==> src/rtl/branch_seq_ctrl.sv <==
// Branch sequencing controller for the fetch stage.
// Owns the fetch PC and arbitrates between branch-operand hazards, taken
// branches/jumps resolved in ID and instruction-memory wait states.
// Optional feature: define BR_DELAY_SLOT_EN to give taken branches a delay
// slot (the word fetched behind the branch is kept instead of squashed).
module branch_seq_ctrl #(
  parameter logic [31:0] RESET_PC = 32'h0000_3000
) (
  input  logic        clk,
  input  logic        rst,
  input  logic        id_valid,
  input  logic [31:0] id_pc,
  input  logic [2:0]  cb,
  input  logic [31:0] new_pc,
  input  logic [4:0]  id_rs,
  input  logic [4:0]  id_rt,
  input  logic        ex_regwrite,
  input  logic        ex_memread,
  input  logic [4:0]  ex_wreg,
  input  logic        mem_memread,
  input  logic [4:0]  mem_wreg,
  input  logic        imem_ready,
  output logic [31:0] pc,
  output logic        ifid_we,
  output logic        ifid_flush,
  output logic        idex_bubble,
  output logic [31:0] stall_cnt
);

  // Branch-class encodings carried on cb.
  localparam logic [2:0] CB_J    = 3'd1;
  localparam logic [2:0] CB_BEQ  = 3'd2;
  localparam logic [2:0] CB_BNE  = 3'd3;
  localparam logic [2:0] CB_BGTZ = 3'd5;

`ifdef BR_DELAY_SLOT_EN
  localparam logic SQUASH_ON_TAKEN = 1'b0;
`else
  localparam logic SQUASH_ON_TAKEN = 1'b1;
`endif

  typedef enum logic [1:0] {
    RUN  = 2'd0,
    HAZ  = 2'd1,
    WAIT = 2'd2
  } state_t;

  state_t      state_q, state_d;
  logic [31:0] pc_q, pc_d;
  logic        pend_q, pend_d;
  logic [31:0] target_q, target_d;
  logic [31:0] stall_cnt_q, stall_cnt_d;

  logic        br;
  logic        jmp;
  logic        uses_rt;
  logic        rs_match;
  logic        rt_match;
  logic        hazard;
  logic        taken;
  logic [31:0] fall_pc;
  logic [31:0] seq_pc;
  logic        ifid_we_c;
  logic        ifid_flush_c;
  logic        idex_bubble_c;

  // A load in EX also raises ex_regwrite, so ex_memread adds no information
  // to the hazard check; it is kept on the port list for the pipeline's sake.
  logic unused_ex_memread;
  assign unused_ex_memread = ex_memread;

  // Decode the ID-stage instruction into branch class, hazard and taken.
  always_comb begin
    br       = 1'b0;
    jmp      = 1'b0;
    uses_rt  = 1'b0;
    rs_match = 1'b0;
    rt_match = 1'b0;
    hazard   = 1'b0;
    taken    = 1'b0;
    fall_pc  = id_pc + 32'd4;
    seq_pc   = pc_q + 32'd4;

    br      = id_valid && (cb >= CB_BEQ) && (cb <= CB_BGTZ);
    jmp     = id_valid && (cb == CB_J);
    uses_rt = (cb == CB_BEQ) || (cb == CB_BNE);

    rs_match = (id_rs != 5'd0) &&
               ((ex_regwrite && (ex_wreg == id_rs)) ||
                (mem_memread && (mem_wreg == id_rs)));
    rt_match = uses_rt && (id_rt != 5'd0) &&
               ((ex_regwrite && (ex_wreg == id_rt)) ||
                (mem_memread && (mem_wreg == id_rt)));

    hazard = br && (rs_match || rt_match);
    taken  = (br || jmp) && !hazard && (new_pc != fall_pc);
  end

  // Next-state, next-PC and pipeline-control outputs; HAZ re-runs the RUN
  // decision as soon as the hazard clears, including the imem_ready check.
  always_comb begin
    state_d       = state_q;
    pc_d          = pc_q;
    pend_d        = pend_q;
    target_d      = target_q;
    ifid_we_c     = 1'b0;
    ifid_flush_c  = 1'b0;
    idex_bubble_c = 1'b0;

    case (state_q)
      RUN, HAZ: begin
        if (hazard) begin
          state_d       = HAZ;
          idex_bubble_c = 1'b1;
        end else if (imem_ready) begin
          state_d      = RUN;
          pc_d         = taken ? new_pc : seq_pc;
          ifid_we_c    = 1'b1;
          ifid_flush_c = taken && SQUASH_ON_TAKEN;
        end else begin
          state_d      = WAIT;
          ifid_flush_c = 1'b1;
          if (taken) begin
            pend_d   = 1'b1;
            target_d = new_pc;
          end
        end
      end

      WAIT: begin
        if (imem_ready) begin
          state_d      = RUN;
          pc_d         = pend_q ? target_q : seq_pc;
          pend_d       = 1'b0;
          ifid_we_c    = 1'b1;
          ifid_flush_c = pend_q && SQUASH_ON_TAKEN;
        end else begin
          ifid_flush_c = 1'b1;
        end
      end

      default: begin
        state_d = RUN;
      end
    endcase
  end

  // Count every cycle spent stalled in HAZ or WAIT, holding at all-ones.
  always_comb begin
    stall_cnt_d = stall_cnt_q;
    if ((state_q == HAZ || state_q == WAIT) && (stall_cnt_q != 32'hFFFF_FFFF)) begin
      stall_cnt_d = stall_cnt_q + 32'd1;
    end
  end

  // State, PC, pending-target and stall-counter registers.
  always_ff @(posedge clk or posedge rst) begin
    if (rst) begin
      state_q     <= RUN;
      pc_q        <= RESET_PC;
      pend_q      <= 1'b0;
      target_q    <= 32'd0;
      stall_cnt_q <= 32'd0;
    end else begin
      state_q     <= state_d;
      pc_q        <= pc_d;
      pend_q      <= pend_d;
      target_q    <= target_d;
      stall_cnt_q <= stall_cnt_d;
    end
  end

  // While reset is held the pipeline is kept frozen and empty.
  always_comb begin
    pc          = pc_q;
    stall_cnt   = stall_cnt_q;
    ifid_we     = !rst && ifid_we_c;
    ifid_flush  = rst || ifid_flush_c;
    idex_bubble = rst || idex_bubble_c;
  end

endmodule

==> config.mk <==
export PLATFORM = sky130hd
export DESIGN_NAME = branch_seq_ctrl
export DESIGN_NICKNAME = d
export VERILOG_FILES = /design/src/rtl/branch_seq_ctrl.sv
export SDC_FILE = /design/constraint.sdc
export NUM_CORES = 1
export LEC_CHECK = 0
export CAP_MARGIN = 0
export CORE_UTILIZATION = 59
export DETAILED_ROUTE_END_ITERATION = 12
export DONT_BUFFER_PORTS = 1
export HOLD_SLACK_MARGIN = 0.05
export PLACE_DENSITY = 0.8
export RECOVER_POWER = 25
export SYNTH_ARGS = -nofsm -noshare
export SYNTH_HDL_FRONTEND = slang
export SYNTH_SLANG_ARGS = --single-unit
==> constraint.sdc <==
create_clock -name clk -period 3.6 [get_ports clk]
set_input_delay 0.54 -clock clk [delete_from_list [all_inputs] [get_ports clk]]
set_output_delay 0.54 -clock clk [all_outputs]
set_load 0.01 [all_outputs]
# Word-level counts from Yosys, hierarchy flattened
# Cells that the tools add are included.
dict set report word_totals {
  reg_bits 99
  latch_bits 0
  ram_bits 0
  mem_bits_ro 0
  inputBits 94
  out_inout_bits 67
  wordCells 85
  memories 0
}
dict set report op_classes {
  addsub 3
  multipliers 0
  div_mod_pow 0
  n_lt_le_gt_ge 2
  eq_ne 16
  shifts 0
  muxes 24
  bitwise_logic 2
  reduce_logical 33
}
# cell n
set ops {}
lappend ops {{2-to-1 mux 32 bit} 5}
lappend ops {{adder 32 x 3 -> 32 bit, second input constant} 2}
lappend ops {{case mux 32 bit (2 select lines)} 1}
lappend ops {{adder 32 x 1 -> 32 bit, second input constant} 1}
lappend ops {{!= test 32 bit} 1}
lappend ops {{!= test 32 bit, second input constant} 1}
lappend ops {{equality test 5 bit} 4}
lappend ops {{logical AND 1 bit} 15}
lappend ops {{2-to-1 mux 1 bit} 11}
lappend ops {{!= test 2 bit, second input constant} 5}
lappend ops {{nonzero test 5 bit} 2}
lappend ops {{logical OR 1 bit} 8}
lappend ops {{AND reduction 4 bit} 2}
lappend ops {{equality test 3 x 2 -> 1 bit, second input constant} 2}
lappend ops {{2-to-1 mux 2 bit} 3}
lappend ops {{case mux 1 bit (2 select lines)} 3}
lappend ops {{AND reduction 5 bit} 1}
lappend ops {{case mux 2 bit (2 select lines)} 1}
lappend ops {{equality test 3 x 1 -> 1 bit, second input constant} 1}
lappend ops {{>= comparator 3 x 2 -> 1 bit, second input constant} 1}
lappend ops {{<= comparator 3 bit, second input constant} 1}
lappend ops {{equality test 2 x 1 -> 1 bit, second input constant} 1}
lappend ops {{equality test 2 bit, second input constant} 1}
lappend ops {{zero test 1 bit} 2}
lappend ops {{other kinds (4)} 5}

# Depth between registers and ports, before layout
# Gate-level depths: netlist (run 1).
dict set report depth {
  ltp_word 13
  mapped_depth 14
  ltp_nobuf 10
}

# Least setup slack after synthesis (run 1)
# OpenSTA, ideal clock, no wires.
dict set report synth_path {
  path_kind {in2out}
  start {in id_pc[2]}
  end {out ifid_flush}
  arrival_time_ps 3259
  required_ps 3060
  slack_ps -199
  path_stages 12
  path_buffers 3
  cell_sequence {ha_1 > buf_2 > nand2_1 > or4_4 > or4_1 > o2bb2ai_1 > or4_1 > buf_6 > nand2_8 > buf_6 > o21ai_1 > a211o_1}
}
dict set report synth_between {
  elab_chain_cells 7
}
# item line
set synth_rtl {}
lappend synth_rtl {{from (decl)} 12} ;# input logic [31:0] id_pc,
lappend synth_rtl {{adder 32 x 3 -> 32 bit} 81} ;# fall_pc = id_pc + 32'd4;
lappend synth_rtl {{!= test 32 bit} 96} ;# taken = (br || jmp) && !hazard && (new_pc != fall_pc);
lappend synth_rtl {{logical AND 1 bit} 96}
lappend synth_rtl {{2-to-1 mux 1 bit} 115} ;# end else if (imem_ready) begin
lappend synth_rtl {{2-to-1 mux 1 bit} 112} ;# if (hazard) begin
lappend synth_rtl {{case mux 1 bit (2 select lines)} 110} ;# case (state_q)
lappend synth_rtl {{logical OR 1 bit} 178} ;# ifid_flush = rst || ifid_flush_c;
lappend synth_rtl {{to (decl)} 25} ;# output logic ifid_flush,
# Every way passes these cells.

# Worst setup path after layout (run 1)
dict set report layout_path {
  start {in id_pc[16]}
  end {out ifid_flush}
}
# The elaborated chain is that of the path after synthesis.

==> key figures, run 1 <==
STA
  – Fin. Hold Viols: 0
  – Slew margin rel.: -1.987%
  – Worst Skew: 9.173 ps
  – F_max: 285.7 MHz
  – Tcrit/Tclk final: 97.22%
  – Time the worst path needs with I/O delays and setup: 3500 ps
  – WHS: 246.5 ps
  – Final setup fails: 0
  – Slew Viols, Final: 63
  – Slew @ Worst Pin: 1521 ps

Routing
  – DRC: 0
  – Detailed-route via count: 6647
  – Final WL: 20980 microns
  – Wire per inst: 21.92 microns
  – Routed wl met2: 10340 microns
  – Metal-1 WL: 8085 microns
  – Uppermost layer routed: met4
  – Initial DRT Pass Iterations: 5
  – Antenna-violating nets left: 0
  – DR WL met3: 1799 microns
  – DR iter-0 viols: 624
  – Via density: 6.946

Die
  – Row cnt: 40
  – Core footprint: 11960 sq um
  – # IOs: 161
  – Initial core utilization: 60.29%
  – Die ar.: 12670 sq um
  – Die width: 112.6 microns
  – Die height: 112.6 microns

Yosys
  – Synth warnings: 0
  – Synth top cells by count: dfrtp_1, xnor2_1, nand2_1
  – Syn Nets: 904
  – Synth Cell Area: 7212 sq um
  – Register area share after synthesis: 34.39%
  – Main synth FF type: dfrtp_1
  – Number of synthesized flops with an enable pin: 0
  – Count leader, synth: dfrtp_1
  – Post-synth ARST share: 100.0%
  – Mean Syn Cell Area: 8.981 sq um
  – Post-synth cell types: 72
  – Top cells by area, synth: dfrtp_1, xnor2_1, mux2_2
  – Post-synthesis register bit count: 99
  – Cells after Synth: 803
  – Top-area cell type share of the netlist area: 33.66%
  – Yosys top cell by area: dfrtp_1

Critical path
  – Element type at the critical path end: primary output
  – Crit-path max FO: 4
  – Crit-path max cell delay: 540 ps
  – CP max-delay cell: or4_4
  – Arrival time worst endpoint: 2960 ps
  – Critical Path RT: 3060 ps
  – Critical path type: in -> out
  – CP Launch Type: primary input
  – CP Buf/Inv Count: 1
  – CP cell instances: nand4_2 -> or2_1 -> or4_1 -> a21oi_1 -> o2111ai_1 -> or4_4 -> buf_6 -> nand2_8 -> o21ai_1 -> a211o_1
  – Cell family with most CP delay: simple AND/OR/NAND/NOR gates

Placement
  – DP HPWL: 15220 microns
  – GP Congestion: 0.9340
  – Port Buf Inserts: 0
  – Placed cell area: 7441 sq um

Power
  – P_int: 2.649 mW
  – Pwr dens: 556.3 nW/um^2
  – Leak Pwr: 3.110 nW
  – NetSw: 1.704 mW
  – Worst vdd ir: 0.5267 mV
  – Sw Share: 39.15%
  – Reg power frac: 45.6%
  – Clock power frac: 23.7%
  – Logic pwr share: 30.7%

GRT
  – Total global-route track usage: 33.54%
  – Total gr overflow: 0
  – First-pass GRT wire length: 33790 microns
  – Initial antenna violation count: 0
  – Largest net degree at the start of global routing: 45
  – Number of global-route vias before repair: 6727

Layout
  – Multi-input gate area: 4542 sq um
  – Fraction of layout cells with a size suffix above 1: 13.09%
  – Design area: 7825 sq um
  – Final nets: 906
  – P&R area growth vs syn: 8.501%
  – Fill cells: 974
  – Register area: 2480 sq um
  – # diodes: 0

Status
  – Status: complete, but fails checks
  – Failing checks: max-capacitance violations, max-slew violations

Clock network
  – Num CTS Buffers: 9
  – Clock transition at path regs: 70 ps
  – Clock sinks: 99
  – H-tree depth: 3
  – Worst-case clock buffer depth: 2
  – Clock Latency Late Sink: 350 ps
  – Clock Root Buffer: clkbuf_16
  – Hold bufs inserted after CTS: 0
  – TritonCTS clock tree: yes

Hold path
  – HP Class: in -> reg

Job
  – MaxCap Viol Count: 2
## path summary, 6_finish.rpt
check,start,endpoint,slack [ps],cells after the start
max,id_pc[16],ifid_flush,100,10
min,imem_ready,state_q[1],250,1
max reg2reg,stall_cnt[10],stall_cnt[17],640,9
min reg2reg,target_q[14],target_q[14],510,2
max in group asynchronous,rst,pc[5],1200,2
min in group asynchronous,rst,pc[1],410,1
## power by group through the flow
stage	Clock (mW)	Combinational (mW)	Sequential, mW
after floorplan	0	1.07	1.83
after global placement	0	1.23	1.95
after global routing	1.08	1.48	2.03
after CTS	1.05	1.32	1.96
final	1.03	1.34	1.98
after detailed placement	0	1.31	1.98
## registers in the layout, summed over array words and instances, names as in the netlist
| register | count |
|---|---|
| stall_cnt | 32 |
| pend_q | 1 |
| pc | 32 |
| target_q | 32 |
| state_q | 2 |
## through the flow
stage	cells	utilization, %	total power, mW	setup TNS (ps)	worst slack (ps)
floorplan	803	-	2.898	-122.5	-122.5
global placement	940	62.21	3.180	-3280	-105.3
detailed placement	940	62.21	3.287	-4936	-152.1
CTS	957	65.23	4.327	0	7.246
global route	957	65.42	4.587	-10.07	-10.07
finish	957	65.42	4.353	0	100.0
## placed cells by master, fill, tap and decap left out, types with 14 or more instances in the layout
master and n:
nand2_1 71, o221ai_1 15, nand4_1 22, nor3_1 17, mux2_2 30, dfrtp_1 97
mux2i_1 14, nand3_1 40, nor2_1 55, buf_4 25, xnor2_1 81, xor2_1 28
a31oi_1 17, o21ai_0 27, and3_1 27, a21oi_1 52
## cell families after synthesis
logic type	share of synthesized area [%]
flops	34.39
mux	7.096
buf+inv	3.852
compound gates	17.12
fa+ha+maj	1.214
xor+xnor	13.24
simple gates	23.09
## routing by layer
metal  GRT usage, %  up-vias
li1               -     2976
met1          39.52     3269
met2          56.63      329
met3          9.179       73
met4          16.18        0
met5              0        -
## area by class of cell
type / instances / share of cell area [%]
Clock buffer: 11 / 3.230
Clock inverter: 5 / 0.8315
Inverter: 14 / 0.6876
Multi-Input combinational cell: 651 / 58.04
Sequential cell: 99 / 31.69
Tap cell: 147 / 2.350
Timing Repair Buffer: 30 / 3.166
## repair_timing
item,in CTS,in global routing
pin swaps,4,3
endpoints found under the setup margin,1,1
buffers inserted,1,0
endpoints found under the hold margin,0,0
resized for setup,8,5
cloned,0,0
No activity file was read; power rests on OpenSTA's default activity.
==> run 2: changes to the inputs <==
Settings changed: CORE_MARGIN from default to 4.
==> key figures, run 2 (synthesis gave the netlist of run 1 again) <==
Placement
  – Dpl cells: 938 (-0.21%)
  – DP HPWL: 15810 microns (+3.9%)
  – GP Congestion: 0.9875 (+5.7%)
  – Port Buf Inserts: 0 (unchanged)

Critical path
  – Arrival time worst endpoint: 2990 ps (+30 ps)
  – Critical Path RT: 3060 ps (about the same)
  – R2r setup slk: 580 ps (-60 ps)
  – Crit path from: id_pc[2]
  – CP Launch Type: primary input
  – Element type at the critical path end: primary output
  – Critical path type: in -> out
  – Crit-path max FO: 8 (+4)
  – Reg-to-reg startpoint: stall_cnt[11]

Die
  – # IOs: 161 (unchanged)
  – Row cnt: 40 (unchanged)
  – Die height: 118.6 microns (+5.3%)
  – Core footprint: 12010 sq um (+0.42%)
  – Initial core utilization: 60.04% (-0.25 points)
  – Die ar.: 14060 sq um (+11%)
  – Die width: 118.6 microns (+5.3%)

Layout
  – Most frequent cells in the layout: dfrtp_1, xnor2_1, nand2_1
  – Final nets: 903 (-0.33%)
  – Fraction of layout cells with a size suffix above 1: 12.52% (-0.57 points)
  – Fill cells: 989 (+1.5%)
  – Register area: 2480 sq um (unchanged)
  – Multi-input gate area: 4529 sq um (-0.28%)
  – Post-Layout Cell Count: 954 (-0.31%)
  – P&R area growth vs syn: 7.911%
  – # diodes: 0 (unchanged)
  – Most common cell after layout, fill and taps aside: dfrtp_1

Clock network
  – Worst-case clock buffer depth: 2 (unchanged)
  – Clock Latency Late Sink: 350 ps (about the same)
  – Num CTS Buffers: 9 (unchanged)
  – Clock Root Buffer: clkbuf_16
  – Hold bufs inserted after CTS: 0 (unchanged)
  – H-tree depth: 3 (unchanged)
  – Post CTS Setup Buffer Count: 0 (-1)
  – Clock transition at path regs: 70 ps (about the same)
  – TritonCTS clock tree: yes
  – Clock sinks: 99 (unchanged)

Status
  – Status: complete, but fails checks
  – Failing checks: max-capacitance violations, max-slew violations

Power
  – NetSw: 1.728 mW (+1.4%)
  – Pwr dens: 550.2 nW/um^2 (-1.1%)
  – Sw Share: 40.36% (+1.2 points)
  – Worst vdd ir: 0.2999 mV (-43%)
  – P_int: 2.554 mW (-3.6%)
  – Logic pwr share: 31.5% (+0.8 points)
  – Reg power frac: 46.3% (+0.7 points)
  – Clock power frac: 22.3% (-1.4 points)
  – Leak Pwr: 3.098 nW (-0.39%)
  – Final total power: 4.282 mW (-1.6%)

Routing
  – DR iter-0 viols: 962 (+54%)
  – Detailed-route via count: 6586 (-0.92%)
  – Final WL: 21350 microns (+1.7%)
  – Antenna-violating nets left: 0 (unchanged)
  – Via density: 6.904 (-0.61%)
  – Wire per inst: 22.37 microns (+2.1%)
  – DRC: 0 (unchanged)
  – Initial DRT Pass Iterations: 6 (+1)

Job
  – MaxCap Viol Count: 3 (+1)

STA
  – Slew Viols, Final: 105 (+67%)
  – Slew margin rel.: -25.01% (-23 points)
  – Final setup fails: 0 (unchanged)
  – WHS: 250.9 ps (+4.371 ps)
  – F_max: 283.4 MHz (-0.80%)
  – Slew @ Worst Pin: 1875 ps (+353.6 ps)
  – RSZ-0062 raised after global routing: no
  – Time the worst path needs with I/O delays and setup: 3528 ps (+28.38 ps)
  – Worst Skew: 6.801 ps (-2.373 ps)
  – Fin. Hold Viols: 0 (unchanged)
  – Tcrit/Tclk final: 98.01% (+0.79 points)

GRT
  – Initial antenna violation count: 0 (unchanged)
  – First-pass GRT wire length: 33820 microns (about the same)
  – Total gr overflow: 0 (unchanged)
  – Total global-route track usage: 29.42% (-4.1 points)
  – Number of global-route vias before repair: 6585 (-2.1%)
  – Largest net degree at the start of global routing: 45 (unchanged)

Hold path
  – HP Class: in -> reg
  – Hold path startpoint: imem_ready
==> run 2: changes by cell type in the layout (fill, tap and decap cells not counted), sizes merged <==
cell,change
clkinv,+2
buf,-3
inv,+1
clkbuf,-2
bufinv,-1
==> run 2: timing repair <==
item | in CTS | in global routing
setup endpoints to repair | 1 | 1
pin swaps | 1 | 1
gates resized for setup | 6 | 5
==> run 2: cell type report <==
type                       count  share of cell area (%)
clock buffer                   9                   2.894
multi-input combinational    651                   58.20
tap                          147                   2.363
sequential                    99                   31.86
clock inverter                 7                  0.8360
timing repair buffer          27                   3.151
inverter                      14                  0.6913
==> run 2: worst max-delay path, stage by stage <==
cell       delay, ps
ha_4             150
nand2_4           80
or4_4            560
or4_1            550
o2bb2ai_1        150
or4_4            490
nand2_8          100
o21ai_1           60
a211o_1          300
==> run 2: per-layer routing <==
metal	share of wire (%)	routed length (microns)	vias to the layer above	global-route usage, %
met1	37	7866	3167	34.87
met2	48	10330	352	49.17
met5	0.23	50	-	2.574
met4	4.7	1012	2	13.03
li1	-	-	2978	-
met3	9.8	2083	87	8.660
==> run 2: final timing paths <==
check                           cells past startpoint             to
worst max-delay path                                9     ifid_flush
worst min-delay path                                1     state_q[1]
worst max register to register                      9  stall_cnt[17]
worst min register to register                      2   target_q[14]
max in group asynchronous                           2   stall_cnt[9]
min in group asynchronous                           1     state_q[1]
==> run 2: power groups by stage <==
stage / Sequential, mW / Combinational, mW / Clock [mW]
2_1_floorplan: 1.83 / 1.07 / 0
3_3_place_gp: 1.96 / 1.23 / 0
3_5_place_dp: 1.99 / 1.32 / 0
4_1_cts: 1.96 / 1.33 / 0.967
5_1_grt: 2.02 / 1.48 / 1.01
6_report: 1.98 / 1.35 / 0.954
==> run 2: through the flow <==
step	util, %	setup WS (ps)	instance area [sq um]	setup TNS, ps
4_1_cts	64.68	38.52	7769	0
6_report	64.79	71.66	7782	0
3_5_place_dp	62.03	-210.9	7451	-6877
5_1_grt	64.79	11.33	7782	0
3_3_place_gp	62.03	-122.6	7451	-1921
2_1_floorplan	-	-122.5	7221	-122.5
==> run 3: changes to the inputs <==
Settings changed: CAP_MARGIN 0 to 20.
==> results of run 3 <==
The final DEF is identical to that of run 2; final timing and power are the same.
